[src/rtl/core_sched_pkg.sv]
// Shared types and helpers for the SHA-256 core scheduler.
package core_sched_pkg;
    localparam int BLK_OP_W = 3;

    typedef enum logic [1:0] {ST_IDLE, ST_LOAD, ST_START} state_e;

    // Index of the most significant set bit needed to hold v.
    function automatic int msb_of(input int v);
        return (v < 2) ? 0 : $clog2(v + 1) - 1;
    endfunction
endpackage

[src/rtl/core_sched_if.sv]
// Thread-side and core-side signal bundle for core_sched.
// master: the scheduler; slave: requesters, data source and cores.
interface core_sched_if #(
    parameter int N_CORES       = 3,
    parameter int N_THREADS     = 2 * N_CORES,
    parameter int N_THREADS_MSB = core_sched_pkg::msb_of(N_THREADS - 1)
);
    import core_sched_pkg::*;

    logic [N_THREADS-1:0]   thread_req;
    logic [BLK_OP_W-1:0]    blk_op;
    logic [31:0]            din;
    logic                   din_valid;
    logic                   din_rd_en;
    logic                   thread_ack;
    logic [N_THREADS_MSB:0] thread_num;
    logic [N_CORES-1:0]     core_ready;
    logic [N_CORES-1:0]     core_wr_en;
    logic [31:0]            core_din;
    logic [3:0]             core_wr_addr;
    logic [BLK_OP_W-1:0]    core_blk_op;
    logic                   core_seq;
    logic [N_CORES-1:0]     core_start;
    logic                   err;

    modport master (
        input  thread_req, blk_op, din, din_valid, core_ready,
        output din_rd_en, thread_ack, thread_num, core_wr_en, core_din,
               core_wr_addr, core_blk_op, core_seq, core_start, err
    );

    modport slave (
        output thread_req, blk_op, din, din_valid, core_ready,
        input  din_rd_en, thread_ack, thread_num, core_wr_en, core_din,
               core_wr_addr, core_blk_op, core_seq, core_start, err
    );
endinterface

[src/rtl/core_sched_rr_arbiter.sv]
// Round-robin arbiter: one-hot grant to the first requester strictly
// after i_last, wrapping from N-1 to 0.
module rr_arbiter #(
    parameter int N = 6,
    parameter int W = 3
) (
    input  logic [N-1:0] i_req,
    input  logic [W-1:0] i_last,
    output logic [N-1:0] o_gnt
);
    int w_idx;

    // Scan farthest-first so the nearest requester overwrites the result.
    always_comb begin
        o_gnt = '0;
        w_idx = 0;
        for (int k = N; k >= 1; k--) begin
            w_idx = int'(i_last) + k;
            if (w_idx >= N) w_idx = w_idx - N;
            if (i_req[w_idx]) begin
                o_gnt        = '0;
                o_gnt[w_idx] = 1'b1;
            end
        end
    end
endmodule

[src/rtl/core_sched.sv]
// Streams 16-word blocks from granted threads into SHA-256 cores.
// Optional sticky core-not-ready check: define CORE_SCHED_ERR_EN.
module core_sched
    import core_sched_pkg::*;
#(
    parameter int N_CORES       = 3,
    parameter int N_THREADS     = 2 * N_CORES,
    parameter int N_THREADS_MSB = msb_of(N_THREADS - 1)
) (
    input  logic         CLK,
    input  logic         RST,
    core_sched_if.master bus
);
    localparam int TW = N_THREADS_MSB + 1;

    state_e              r_state, w_next;
    logic [TW-1:0]       r_thread_num, r_last, w_gnt_idx;
    logic [3:0]          r_cnt;
    logic                r_seq;
    logic [BLK_OP_W-1:0] r_blk_op;
    logic [N_THREADS-1:0] w_elig, w_gnt_oh;
    logic [N_CORES-1:0]  w_core_oh;
    logic                w_grant, w_wr;

    for (genvar t = 0; t < N_THREADS; t++) begin : g_elig
        assign w_elig[t] = bus.thread_req[t] & bus.core_ready[t/2];
    end

    for (genvar c = 0; c < N_CORES; c++) begin : g_core
        assign w_core_oh[c] = (int'(r_thread_num >> 1) == c);
    end

    rr_arbiter #(.N(N_THREADS), .W(TW)) u_arb (
        .i_req  (w_elig),
        .i_last (r_last),
        .o_gnt  (w_gnt_oh)
    );

    always_comb begin
        w_gnt_idx = '0;
        for (int t = 0; t < N_THREADS; t++)
            if (w_gnt_oh[t]) w_gnt_idx = TW'(t);
    end

    // Grant is masked during reset so no strobe escapes while RST is high.
    assign w_grant = (r_state == ST_IDLE) & (|w_elig) & ~RST;
    assign w_wr    = (r_state == ST_LOAD) & bus.din_valid;

    always_ff @(posedge CLK or posedge RST) begin
        if (RST) r_state <= ST_IDLE;
        else     r_state <= w_next;
    end

    always_comb begin
        w_next = r_state;
        case (r_state)
            ST_IDLE:  if (w_grant) w_next = ST_LOAD;
            ST_LOAD:  if (w_wr && r_cnt == 4'd15) w_next = ST_START;
            ST_START: w_next = ST_IDLE;
            default:  w_next = ST_IDLE;
        endcase
    end

    always_comb begin
        bus.thread_ack   = w_grant;
        bus.thread_num   = w_grant ? w_gnt_idx : r_thread_num;
        bus.din_rd_en    = w_wr;
        bus.core_wr_en   = w_wr ? w_core_oh : '0;
        bus.core_din     = w_wr ? bus.din : '0;
        bus.core_wr_addr = r_cnt;
        bus.core_blk_op  = r_blk_op;
        bus.core_seq     = r_seq;
        bus.core_start   = (r_state == ST_START) ? w_core_oh : '0;
    end

    always_ff @(posedge CLK or posedge RST) begin
        if (RST) begin
            r_thread_num <= '0;
            r_last       <= TW'(N_THREADS - 1);
            r_cnt        <= '0;
            r_seq        <= 1'b0;
            r_blk_op     <= '0;
        end else if (w_grant) begin
            r_thread_num <= w_gnt_idx;
            r_last       <= w_gnt_idx;
            r_cnt        <= '0;
            r_seq        <= w_gnt_idx[0];
            r_blk_op     <= bus.blk_op;
        end else if (w_wr) begin
            r_cnt <= r_cnt + 4'd1;
        end
    end

`ifdef CORE_SCHED_ERR_EN
    logic r_err;

    always_ff @(posedge CLK or posedge RST) begin
        if (RST)
            r_err <= 1'b0;
        else if (r_state == ST_LOAD && !(|(bus.core_ready & w_core_oh)))
            r_err <= 1'b1;
    end

    assign bus.err = r_err;
`else
    assign bus.err = 1'b0;
`endif
endmodule

[src/flat_wrapper.sv]
// flat-port wrapper written by rule: the top's interface ports become plain ports
module core_sched_flat import core_sched_pkg::*;
#(
    parameter int N_CORES       = 3,
    parameter int N_THREADS     = 2 * N_CORES,
    parameter int N_THREADS_MSB = msb_of(N_THREADS - 1)
)
  (CLK, RST, bus_thread_req, bus_blk_op, bus_din, bus_din_valid, bus_core_ready, bus_din_rd_en, bus_thread_ack, bus_thread_num, bus_core_wr_en, bus_core_din, bus_core_wr_addr, bus_core_blk_op, bus_core_seq, bus_core_start, bus_err);
  core_sched_if #(.N_CORES(N_CORES), .N_THREADS(N_THREADS), .N_THREADS_MSB(N_THREADS_MSB)) bus_i ();
  input  logic CLK;
  input  logic RST;
  input wire logic [$bits(bus_i.thread_req)-1:0] bus_thread_req;
  input wire logic [$bits(bus_i.blk_op)-1:0] bus_blk_op;
  input wire logic [$bits(bus_i.din)-1:0] bus_din;
  input wire logic [$bits(bus_i.din_valid)-1:0] bus_din_valid;
  input wire logic [$bits(bus_i.core_ready)-1:0] bus_core_ready;
  output wire logic [$bits(bus_i.din_rd_en)-1:0] bus_din_rd_en;
  output wire logic [$bits(bus_i.thread_ack)-1:0] bus_thread_ack;
  output wire logic [$bits(bus_i.thread_num)-1:0] bus_thread_num;
  output wire logic [$bits(bus_i.core_wr_en)-1:0] bus_core_wr_en;
  output wire logic [$bits(bus_i.core_din)-1:0] bus_core_din;
  output wire logic [$bits(bus_i.core_wr_addr)-1:0] bus_core_wr_addr;
  output wire logic [$bits(bus_i.core_blk_op)-1:0] bus_core_blk_op;
  output wire logic [$bits(bus_i.core_seq)-1:0] bus_core_seq;
  output wire logic [$bits(bus_i.core_start)-1:0] bus_core_start;
  output wire logic [$bits(bus_i.err)-1:0] bus_err;
  assign bus_i.thread_req = bus_thread_req;
  assign bus_i.blk_op = bus_blk_op;
  assign bus_i.din = bus_din;
  assign bus_i.din_valid = bus_din_valid;
  assign bus_i.core_ready = bus_core_ready;
  assign bus_din_rd_en = bus_i.din_rd_en;
  assign bus_thread_ack = bus_i.thread_ack;
  assign bus_thread_num = bus_i.thread_num;
  assign bus_core_wr_en = bus_i.core_wr_en;
  assign bus_core_din = bus_i.core_din;
  assign bus_core_wr_addr = bus_i.core_wr_addr;
  assign bus_core_blk_op = bus_i.core_blk_op;
  assign bus_core_seq = bus_i.core_seq;
  assign bus_core_start = bus_i.core_start;
  assign bus_err = bus_i.err;
  core_sched #(.N_CORES(N_CORES), .N_THREADS(N_THREADS), .N_THREADS_MSB(N_THREADS_MSB)) u_core (.CLK(CLK), .RST(RST), .bus(bus_i));
endmodule
[config.mk]
export PLATFORM = sky130hd
export DESIGN_NAME = core_sched_flat
export DESIGN_NICKNAME = d
export VERILOG_FILES = /design/src/rtl/core_sched_pkg.sv /design/src/rtl/core_sched_if.sv /design/src/rtl/core_sched_rr_arbiter.sv /design/src/rtl/core_sched.sv /design/src/flat_wrapper.sv
export SDC_FILE = /design/constraint.sdc
export NUM_CORES = 1
export LEC_CHECK = 0
export CAP_MARGIN = 20
export CORE_MARGIN = 5
export CORE_UTILIZATION = 41
export DETAILED_ROUTE_END_ITERATION = 6
export PLACE_DENSITY = 0.78
export SYNTH_ARGS = -nofsm -noshare
export SYNTH_HDL_FRONTEND = slang
export SYNTH_SLANG_ARGS = --single-unit
export TNS_END_PERCENT = 100
[constraint.sdc]
create_clock -name CLK -period 4.6 [get_ports CLK]
set_clock_uncertainty 0.2 [all_clocks]
set_input_delay 0.92 -clock CLK [delete_from_list [all_inputs] [get_ports CLK]]
set_output_delay 0.92 -clock CLK [all_outputs]
set_load 0.03 [all_outputs]
==> flow_metrics.env, run 1 <==
export IMPL_die_h_um=90.3
export IMPL_ys_seq_elements=16
export IMPL_die_w_um=90.3
export IMPL_syn_nets=409
export IMPL_ys_warnings_count=0
export IMPL_synth_edff_count=0
export IMPL_io_pins=99
export IMPL_num_nets_final=595
export IMPL_grt_first_pass_wirelength_um=16800
export IMPL_synth_commonest_cells="and2_1 (34), nor2_1 (27), nand2_1 (25)"
export IMPL_crit_path_start_kind="flop"
export IMPL_max_stage_delay_ps=610
export IMPL_gr_usage_met2_pct=43.8
export IMPL_antenna_found_initial=0
export IMPL_dpl_hpwl_um=8210
export IMPL_dr_pass1_iters=7
export IMPL_drt_wl_total_um=10400
export IMPL_setup_viol=3
export IMPL_drv_cap=0
export IMPL_cts_max_level=1
export IMPL_grt_start_max_net_pins=35
export IMPL_synth_area_leaders="dfrtp_1 (13%), ha_1 (8.5%), and2_1 (8.0%)"
export IMPL_wl_per_cell_um=17.2
export IMPL_numCtsBuffers=3
export IMPL_grt_use_met3_pct=7.83
export IMPL_grt_pass1_vias=3554
export IMPL_avgViaCountPerCell=5.58
export IMPL_die_area_um2=8160
export IMPL_drtAntennaViolNets=0
export IMPL_yosysMostFrequentCell="and2_1"
export IMPL_fillers=473
export IMPL_ys_types=76
export IMPL_worst_path_buf_inv=4
export IMPL_fin_crit_sh_pct=105
export IMPL_path_class="reg -> out"
export IMPL_cp_max_fo=5
export IMPL_remaining_drc_errors=1
export IMPL_grt_total_usage_pct=24.3
export IMPL_ys_flop_type="dfrtp_1"
export IMPL_cts_hold_buffers=0
export IMPL_top_usage_layer="met2"
export IMPL_yosysSeqAreaShare_pct=15.2
export IMPL_drive_gt1_share_pct=34.4
export IMPL_root_buffer="clkbuf_8"
export IMPL_rsz0062_at_grt="yes"
export IMPL_avgSynthCellArea_um2=7.69
export IMPL_fin_ws_ps=-209
export IMPL_path_common_cell="ha_4"
export IMPL_vias=3380
export IMPL_initial_core_util_pct=41.9
export IMPL_synth_cells=344
export IMPL_period_needed_ps=4810
export IMPL_status="complete, but fails checks"
export IMPL_cts_num_sinks=16
export IMPL_worst_setup_path_end_kind="output pin"
export IMPL_hold_violations=0
export IMPL_slew_headroom_pct=59.0
export IMPL_clockBufferDepth=2
export IMPL_fmax_ghz=0.208
export IMPL_syn_area_um2=2650
export IMPL_tightest_slew_ps=612
export IMPL_crit_family="compound AO/OA/AOI/OAI gates"
export IMPL_hold_path_class="reg -> reg"
export IMPL_areaGrowthSynthToFinish_pct=80.0
export IMPL_gp_congestion=0.959
export IMPL_slew_viol_final=0
export IMPL_core_um2=6310
export IMPL_setup_tns_ps=-444
export IMPL_n_antenna_cell=0
export IMPL_ys_async_sr_fraction_pct=100
export IMPL_numPortBuffers=97
export IMPL_grt_overflow=0
export IMPL_post_synth_top_area_cell="dfrtp_1"
export IMPL_rows=29
export IMPL_use_met1_pct=27.1
export IMPL_synth_top_area_share_pct=13.2
export IMPL_drtIter0Drc=172
export IMPL_cp_required_ps=3480
export IMPL_clk_latency_ps=240
export IMPL_critical_path_cell_chain="clkinv_4 > ha_4 > ha_4 > inv_1 > ha_4 > or2_2 > o31a_1 > buf_4 > mux2_2 > nor3_1 > mux2_4 > a21oi_2 > o22ai_2 > o211ai_1 > o21ai_2 > buf_6"
export IMPL_clk_pin_slew_ps=60
export IMPL_critPathArrivalTime_ps=3690
export IMPL_cp_slowest_cell="dfstp_2"
export IMPL_tritoncts="yes"
export IMPL_violations="DRC, setup timing"
## path summary, 6_finish.rpt
check | start | endpoint | slack (ps) | cells past startpoint
setup / recovery | u_core.r_last[0] | bus_thread_num[1] | -210 | 16
hold / removal | u_core.bus.core_blk_op[1] | u_core.bus.core_blk_op[1] | 310 | 1
setup reg to reg | u_core.r_last[0] | u_core.r_last[1] | 230 | 22
hold reg to reg | u_core.bus.core_blk_op[1] | u_core.bus.core_blk_op[1] | 310 | 1
max in group asynchronous | RST | u_core.r_last[1] | 2900 | 2
min in group asynchronous | RST | u_core.r_state[1] | 860 | 2
## cells by family after synthesis
kind of cell | Yosys count | share of synthesized area (%)
AOI/OAI and AO/OA | 104 | 29.9
xor gates and xnor gates | 8 | 3.36
adders and majority gates | 18 | 8.51
buffers and inverters | 40 | 7.38
DFF | 16 | 15.2
muxes | 18 | 7.99
other | 1 | 0.142
and+or+nand+nor | 139 | 27.5
## registers in the layout, indices dropped and copies added (netlist names)
signal	cells
u_core.bus.core_wr_addr	4
u_core.bus.core_blk_op	3
u_core.r_last	3
u_core.r_thread_num	3
u_core.r_state	2
u_core.bus.core_seq	1
## area by class of cell
class	count	area (µm²)	area share (%)
clock buffer	4	55.1	1.16
inverter	20	85.1	1.79
sequential	16	404	8.48
tap	77	96.3	2.02
multi-input combinational	288	2330	48.8
timing repair buffer	201	1800	37.7
## per-stage QoR
step                      setup WS (ps)  hold slack, ps  cells  util (%)  area, µm²
final                              -209             306    606      75.4       4760
after global routing               -337             332    606      75.4       4760
after CTS                          -268             310    603      72.6       4590
after detailed placement           -500             301    583      68.5       4330
after global placement             -403             293    583      68.5       4330
after floorplan                    30.4             341    344         -       2700
## placed cells by master, fill, tap and decap left out, types with 4 or more instances in the layout
cell type          n
buf_4            100
clkdlybuf4s50_1   94
and2_1            33
nor2_1            26
nand2_1           24
a21oi_1           17
dfrtp_1           13
inv_1             12
nor3_1            12
o21ai_0           11
ha_1              10
nand2b_1           9
nand3_1            9
mux2_2             7
o21ai_1            7
ha_4               7
nand4_1            6
mux2_1             5
mux2_4             4
inv_2              4
o21a_1             4
clkbuf_8           4
buf_6              4
## metal layers
layer / vias up / wire [µm] / part of all wire [%]
met5: - / 0 / 0
met4: 0 / 241 / 2.3
met2: 139 / 5360 / 51
li1: 1625 / - / -
met3: 21 / 965 / 9.2
met1: 1595 / 3880 / 37
## timing repair
item,4_1_cts,5_1_grt
setup buffers,17,4
endpoints found under the setup margin,3,4
gates resized for setup,24,28
hold endpoints to repair,0,0
pin swaps,16,17
cloned,0,0
Power of run 1 is left out: the tool's default activity adds up to more than one toggle a clock period on the data nets, which glitch-free logic cannot reach.
==> run 2: changes to the inputs <==
--- a/config.mk
+++ b/config.mk
@@ -6,10 +6,11 @@
 export NUM_CORES = 1
 export LEC_CHECK = 0
 export CAP_MARGIN = 20
-export CORE_MARGIN = 5
+export CORE_MARGIN = 4
 export CORE_UTILIZATION = 41
 export DETAILED_ROUTE_END_ITERATION = 6
 export PLACE_DENSITY = 0.78
+export SKIP_LAST_GASP = 1
 export SYNTH_ARGS = -nofsm -noshare
 export SYNTH_HDL_FRONTEND = slang
 export SYNTH_SLANG_ARGS = --single-unit
==> run 2 against run 1 <==
  * Critical path depth up 2
  * Via count down 2.6%
  * Register-to-register slack about the same
  * The flow finishes with violations (setup timing)
  * Worst setup slack worse by 76 ps
  * Maximum frequency down 1.6%
  * Non-clock buffer count up 1
  * Sequential share of layout area down 0.075 points
==> flow_metrics.env, run 2 (synthesis results as in run 1) <==
export IMPL_status="complete, but fails checks"
export IMPL_violations="setup timing"
export IMPL_final_area_um2=4790
export IMPL_grt_first_pass_wirelength_um=16700
export IMPL_grt_start_max_net_pins=35
export IMPL_vias=3293
export IMPL_place_area_um2=4350
export IMPL_tritoncts="yes"
export IMPL_critPathArrivalTime_ps=3760
export IMPL_avgViaCountPerCell=5.43
export IMPL_cts_max_level=1
export IMPL_drtIter0Drc=204
export IMPL_die_h_um=88.3
export IMPL_clockBufferDepth=2
export IMPL_die_area_um2=7800
export IMPL_final_common_cell="buf_4"
export IMPL_worst_setup_path_end_kind="output pin"
export IMPL_n_antenna_cell=0
export IMPL_numPortBuffers=97
export IMPL_gp_congestion=0.947
export IMPL_core_um2=6310
export IMPL_num_nets_final=596
export IMPL_initial_core_util_pct=41.9
export IMPL_dr_pass1_iters=4
export IMPL_remaining_drc_errors=0
export IMPL_die_w_um=88.3
export IMPL_numCtsBuffers=3
export IMPL_slew_headroom_pct=58.5
export IMPL_worst_path_buf_inv=7
export IMPL_fillers=465
export IMPL_fin_ws_ps=-285
export IMPL_largest_reg_flops=4
export IMPL_clk_pin_slew_ps=60
export IMPL_drtAntennaViolNets=0
export IMPL_drt_wl_total_um=10400
export IMPL_tightest_slew_ps=618
export IMPL_io_pins=99
export IMPL_rows=29
export IMPL_grt_total_usage_pct=26.8
export IMPL_cp_required_ps=3480
export IMPL_dpl_hpwl_um=8330
export IMPL_wl_per_cell_um=17.2
export IMPL_clk_latency_ps=250
export IMPL_reg2reg_setup_slack_ps=240
export IMPL_fin_crit_sh_pct=106
export IMPL_path_class="reg -> out"
export IMPL_areaGrowthSynthToFinish_pct=81.0
export IMPL_crit_path_start_kind="flop"
export IMPL_cp_slowest_cell="dfstp_2"
export IMPL_cts_hold_buffers=0
export IMPL_antenna_found_initial=0
export IMPL_slew_viol_final=0
export IMPL_hold_violations=0
export IMPL_grt_overflow=0
export IMPL_hold_path_class="reg -> reg"
export IMPL_rsz0062_at_grt="yes"
export IMPL_cts_num_sinks=16
export IMPL_period_needed_ps=4880
export IMPL_cp_max_fo=5
export IMPL_root_buffer="clkbuf_8"
export IMPL_mostFrequentLayoutCells="buf_4 (97), clkdlybuf4s50_1 (94), and2_1 (34), nor2_1 (27), nand2_1 (24)"
export IMPL_critical_path_cell_chain="clkinv_4 > ha_4 > inv_1 > ha_4 > inv_2 > ha_4 > inv_6 > o21ai_4 > a311oi_2 > buf_4 > o32ai_4 > and4bb_1 > a311oi_2 > o311a_1 > buf_6 > o211ai_1 > o21ai_2 > buf_6"
export IMPL_max_stage_delay_ps=610
export IMPL_fmax_ghz=0.205
export IMPL_setup_viol=3
export IMPL_drive_gt1_share_pct=35.1
export IMPL_drv_cap=0
export IMPL_crit_family="compound AO/OA/AOI/OAI gates"
export IMPL_path_common_cell="ha_4"
export IMPL_grt_pass1_vias=3536
-- run 2: stage by stage --
| stage | util, % | cells | worst slack (ps) | hold slack, ps | setup TNS (ps) |
|---|---|---|---|---|---|
| 6_report | 75.9 | 607 | -285 | 316 | -632 |
| 3_3_place_gp | 68.9 | 588 | -386 | 294 | -684 |
| 5_1_grt | 75.9 | 607 | -397 | 344 | -1040 |
| 4_1_cts | 72.1 | 604 | -335 | 320 | -998 |
| 2_1_floorplan | - | 344 | 30.4 | 341 | 0 |
| 3_5_place_dp | 68.9 | 588 | -446 | 313 | -776 |
-- run 2: repair_timing --
item | 4_1_cts | 5_1_grt
gates cloned | 0 | 0
setup buffers | 12 | 7
gates resized for setup | 21 | 44
pin swaps | 13 | 21
endpoints found under the setup margin | 3 | 4
-- run 2: path summary, 6_finish.rpt --
path                                                start                   endpoint  cells after the start
worst max-delay path                     u_core.r_last[0]          bus_thread_num[1]                     18
worst min-delay path            u_core.bus.core_blk_op[0]  u_core.bus.core_blk_op[0]                      1
worst max register to register           u_core.r_last[0]           u_core.r_last[1]                     24
worst min register to register  u_core.bus.core_blk_op[0]  u_core.bus.core_blk_op[0]                      1
max in group asynchronous                             RST           u_core.r_last[1]                      2
min in group asynchronous                             RST  u_core.bus.core_blk_op[2]                      2
-- run 2: final cells by class --
cell class	instances	area [µm²]	area share (%)
inverters	20	87.6	1.83
repair buffers	202	1810	37.8
flip-flops and latches	16	403	8.41
clock buffers	4	55.1	1.15
well taps	77	96.3	2.01
multi-input cells	288	2340	48.8
-- run 2: per-layer routing --
layer	GRT usage, %	vias to the layer above	share of wire, %
met1	30.3	1540	39
met5	0	-	0
met3	6.80	17	7.5
li1	-	1616	-
met4	6.87	0	1.9
met2	49.8	120	52
Power of run 2 is left out for the same reason.
==> run 3: changes to the inputs <==
--- a/config.mk
+++ b/config.mk
@@ -5,13 +5,15 @@
 export SDC_FILE = /design/constraint.sdc
 export NUM_CORES = 1
 export LEC_CHECK = 0
+export ABC_AREA = 1
 export CAP_MARGIN = 20
 export CORE_MARGIN = 4
-export CORE_UTILIZATION = 41
+export CORE_UTILIZATION = 42
 export DETAILED_ROUTE_END_ITERATION = 6
-export PLACE_DENSITY = 0.78
+export PLACE_DENSITY = 0.79
 export SKIP_LAST_GASP = 1
 export SYNTH_ARGS = -nofsm -noshare
 export SYNTH_HDL_FRONTEND = slang
+export SYNTH_HIERARCHICAL = 1
 export SYNTH_SLANG_ARGS = --single-unit
 export TNS_END_PERCENT = 100
==> run 3 against run 2 <==
  * The flow now finishes without violations
  * First-iteration DRC count is 23% higher
  * Flip-flop and latch count unchanged
  * Maximum frequency grew 9.4%
  * Register-to-register slack improved by 1000 ps
  * Worst setup slack improved by 420 ps
  * Via count shrank 1.5%
  * Routed wire length is 13% lower
  * Core utilization shrank 8.9 points
  * Area after synthesis up 1.5%
  * Critical endpoint unchanged
==> flow_metrics.env, run 3 <==
export IMPL_die_h_um=88.0
export IMPL_mostFrequentLayoutCells="nand2_1 (133), clkdlybuf4s50_1 (94), inv_1 (84), nor2_1 (68), nand3_1 (36)"
export IMPL_final_cells=663
export IMPL_cts_max_level=1
export IMPL_path_class="reg -> out"
export IMPL_die_w_um=88.0
export IMPL_slew_headroom_pct=58.0
export IMPL_clk_latency_ps=250
export IMPL_grt_overflow=0
export IMPL_dpl_cell_count=650
export IMPL_ys_warnings_count=6
export IMPL_initial_core_util_pct=44.3
export IMPL_rows=28
export IMPL_final_common_cell="nand2_1"
export IMPL_antenna_found_initial=0
export IMPL_crit_path_start_kind="flop"
export IMPL_grt_start_max_net_pins=35
export IMPL_num_nets_final=656
export IMPL_syn_area_um2=2690
export IMPL_dp_slack_ps=137
export IMPL_drt_wl_total_um=9080
export IMPL_setup_viol=0
export IMPL_syn_nets=543
export IMPL_gp_congestion=0.930
export IMPL_grt_first_pass_wirelength_um=13600
export IMPL_dr_pass1_iters=4
export IMPL_ir_worst_vdd_v=0.000748
export IMPL_ff_latch_area_um2=403
export IMPL_place_area_um2=3740
export IMPL_critPathArrivalTime_ps=3340
export IMPL_clockBufferDepth=2
export IMPL_fillers=546
export IMPL_period_needed_ps=4460
export IMPL_synth_cells=476
export IMPL_drtAntennaViolNets=0
export IMPL_slew_viol_final=0
export IMPL_rsz0062_at_grt="yes"
export IMPL_drv_cap=0
export IMPL_areaGrowthSynthToFinish_pct=51.1
export IMPL_drive_gt1_share_pct=17.3
export IMPL_power_density_nw_per_um2=877
export IMPL_grt_pass1_vias=2948
export IMPL_root_buffer="clkbuf_8"
export IMPL_grt_total_usage_pct=21.7
export IMPL_final_area_um2=4060
export IMPL_n_antenna_cell=0
export IMPL_status="completed"
export IMPL_io_pins=99
export IMPL_die_area_um2=7740
export IMPL_wl_per_cell_um=13.7
export IMPL_worst_setup_path_end_kind="output pin"
export IMPL_clk_pin_slew_ps=60
export IMPL_remaining_drc_errors=0
export IMPL_setup_tns_ps=0
export IMPL_tritoncts="yes"
export IMPL_cp_required_ps=3480
export IMPL_numPortBuffers=97
export IMPL_largest_reg_flops=4
export IMPL_cts_num_sinks=16
export IMPL_drtIter0Drc=250
export IMPL_p_leak_nw=2.16
export IMPL_dpl_hpwl_um=7060
export IMPL_avgSynthCellArea_um2=5.64
export IMPL_hold_violations=0
export IMPL_fin_crit_sh_pct=97.1
export IMPL_cts_hold_buffers=0
export IMPL_vias=3245
export IMPL_fmax_ghz=0.224
export IMPL_multi_input_area_um2=2030
export IMPL_avgViaCountPerCell=4.89
export IMPL_numCtsBuffers=3
export IMPL_fin_ws_ps=135
export IMPL_hold_path_class="reg -> reg"
export IMPL_core_um2=6060
export IMPL_cp_max_fo=5
export IMPL_finalPower_w=0.00356
export IMPL_tightest_slew_ps=629
run 3: changes by cell type in the layout (fill, tap and decap cells not counted), sizes merged, moves of 7 or more:
cell / change
buf: -85
nand2: +134
inv: +77
nor2: +51
and2: -30
a31oi: -7
a21oi: -12
mux2: -16
nand2b: -9
nand3: +33
run 3: metrics by stage:
stage,util (%),hold slack [ps]
2_1_floorplan,-,286
3_3_place_gp,61.7,255
3_5_place_dp,61.7,263
4_1_cts,63.0,282
5_1_grt,66.9,312
6_report,66.9,282
run 3: worst paths after layout:
| check | from | end | slack (ps) | cells after the start |
|---|---|---|---|---|
| worst min-delay path | u_core/bus.core_blk_op[2] | u_core/bus.core_blk_op[2] | 280 | 2 |
| max in group asynchronous | RST | u_core/bus.core_seq | 2860 | 2 |
| worst max register to register | u_core/r_last[0] | u_core/bus.core_seq | 1270 | 26 |
| worst max-delay path | u_core/r_last[2] | bus_thread_num[1] | 140 | 20 |
| min in group asynchronous | RST | u_core/r_state[0] | 940 | 2 |
| worst min register to register | u_core/bus.core_blk_op[2] | u_core/bus.core_blk_op[2] | 280 | 2 |
run 3: worst max-delay path: stages, from the launching register on:
cell	delay, ps
dfstp_2	580
buf_4	170
ha_4	170
inv_1	70
ha_1	220
nand2_1	110
nand2_1	120
xor2_2	280
nand2_1	130
a21oi_2	210
nor2_2	120
nor2_1	140
nor2_1	60
nand2_1	60
nand2_1	70
inv_2	70
nand2_2	70
a21oi_2	120
nand3_2	80
nand2_2	110
buf_6	130
run 3: repair_timing:
action                                  4_1_cts  5_1_grt
setup buffers                                 3        5
pin swaps                                     4       24
endpoints found under the setup margin        2        3
gates resized for setup                       3       54
cloned                                        0        1
run 3: layer usage:
metal	part of all wire (%)	global-route usage, %
met5	0	0
met4	2.3	5.44
met3	6.8	1.79
met2	52	38.3
met1	38	28.5
run 3: layout make-up:
type,count,area share [%]
flip-flops and latches,16,9.93
repair buffers,117,27.9
multi-input cells,356,50.0
well taps,75,2.31
clock buffers,4,1.11
inverters,95,8.79
run 3: where the power goes:
part | switching, W | leakage (nW) | internal [W]
Clock | 0.0000485 | 0.0228 | 0.0000614
Sequential | 0.0000691 | 0.196 | 0.000206
Combinational | 0.00199 | 1.94 | 0.00118
Total | 0.00211 | 2.16 | 0.00145
No activity file was read; power rests on OpenSTA's default activity.
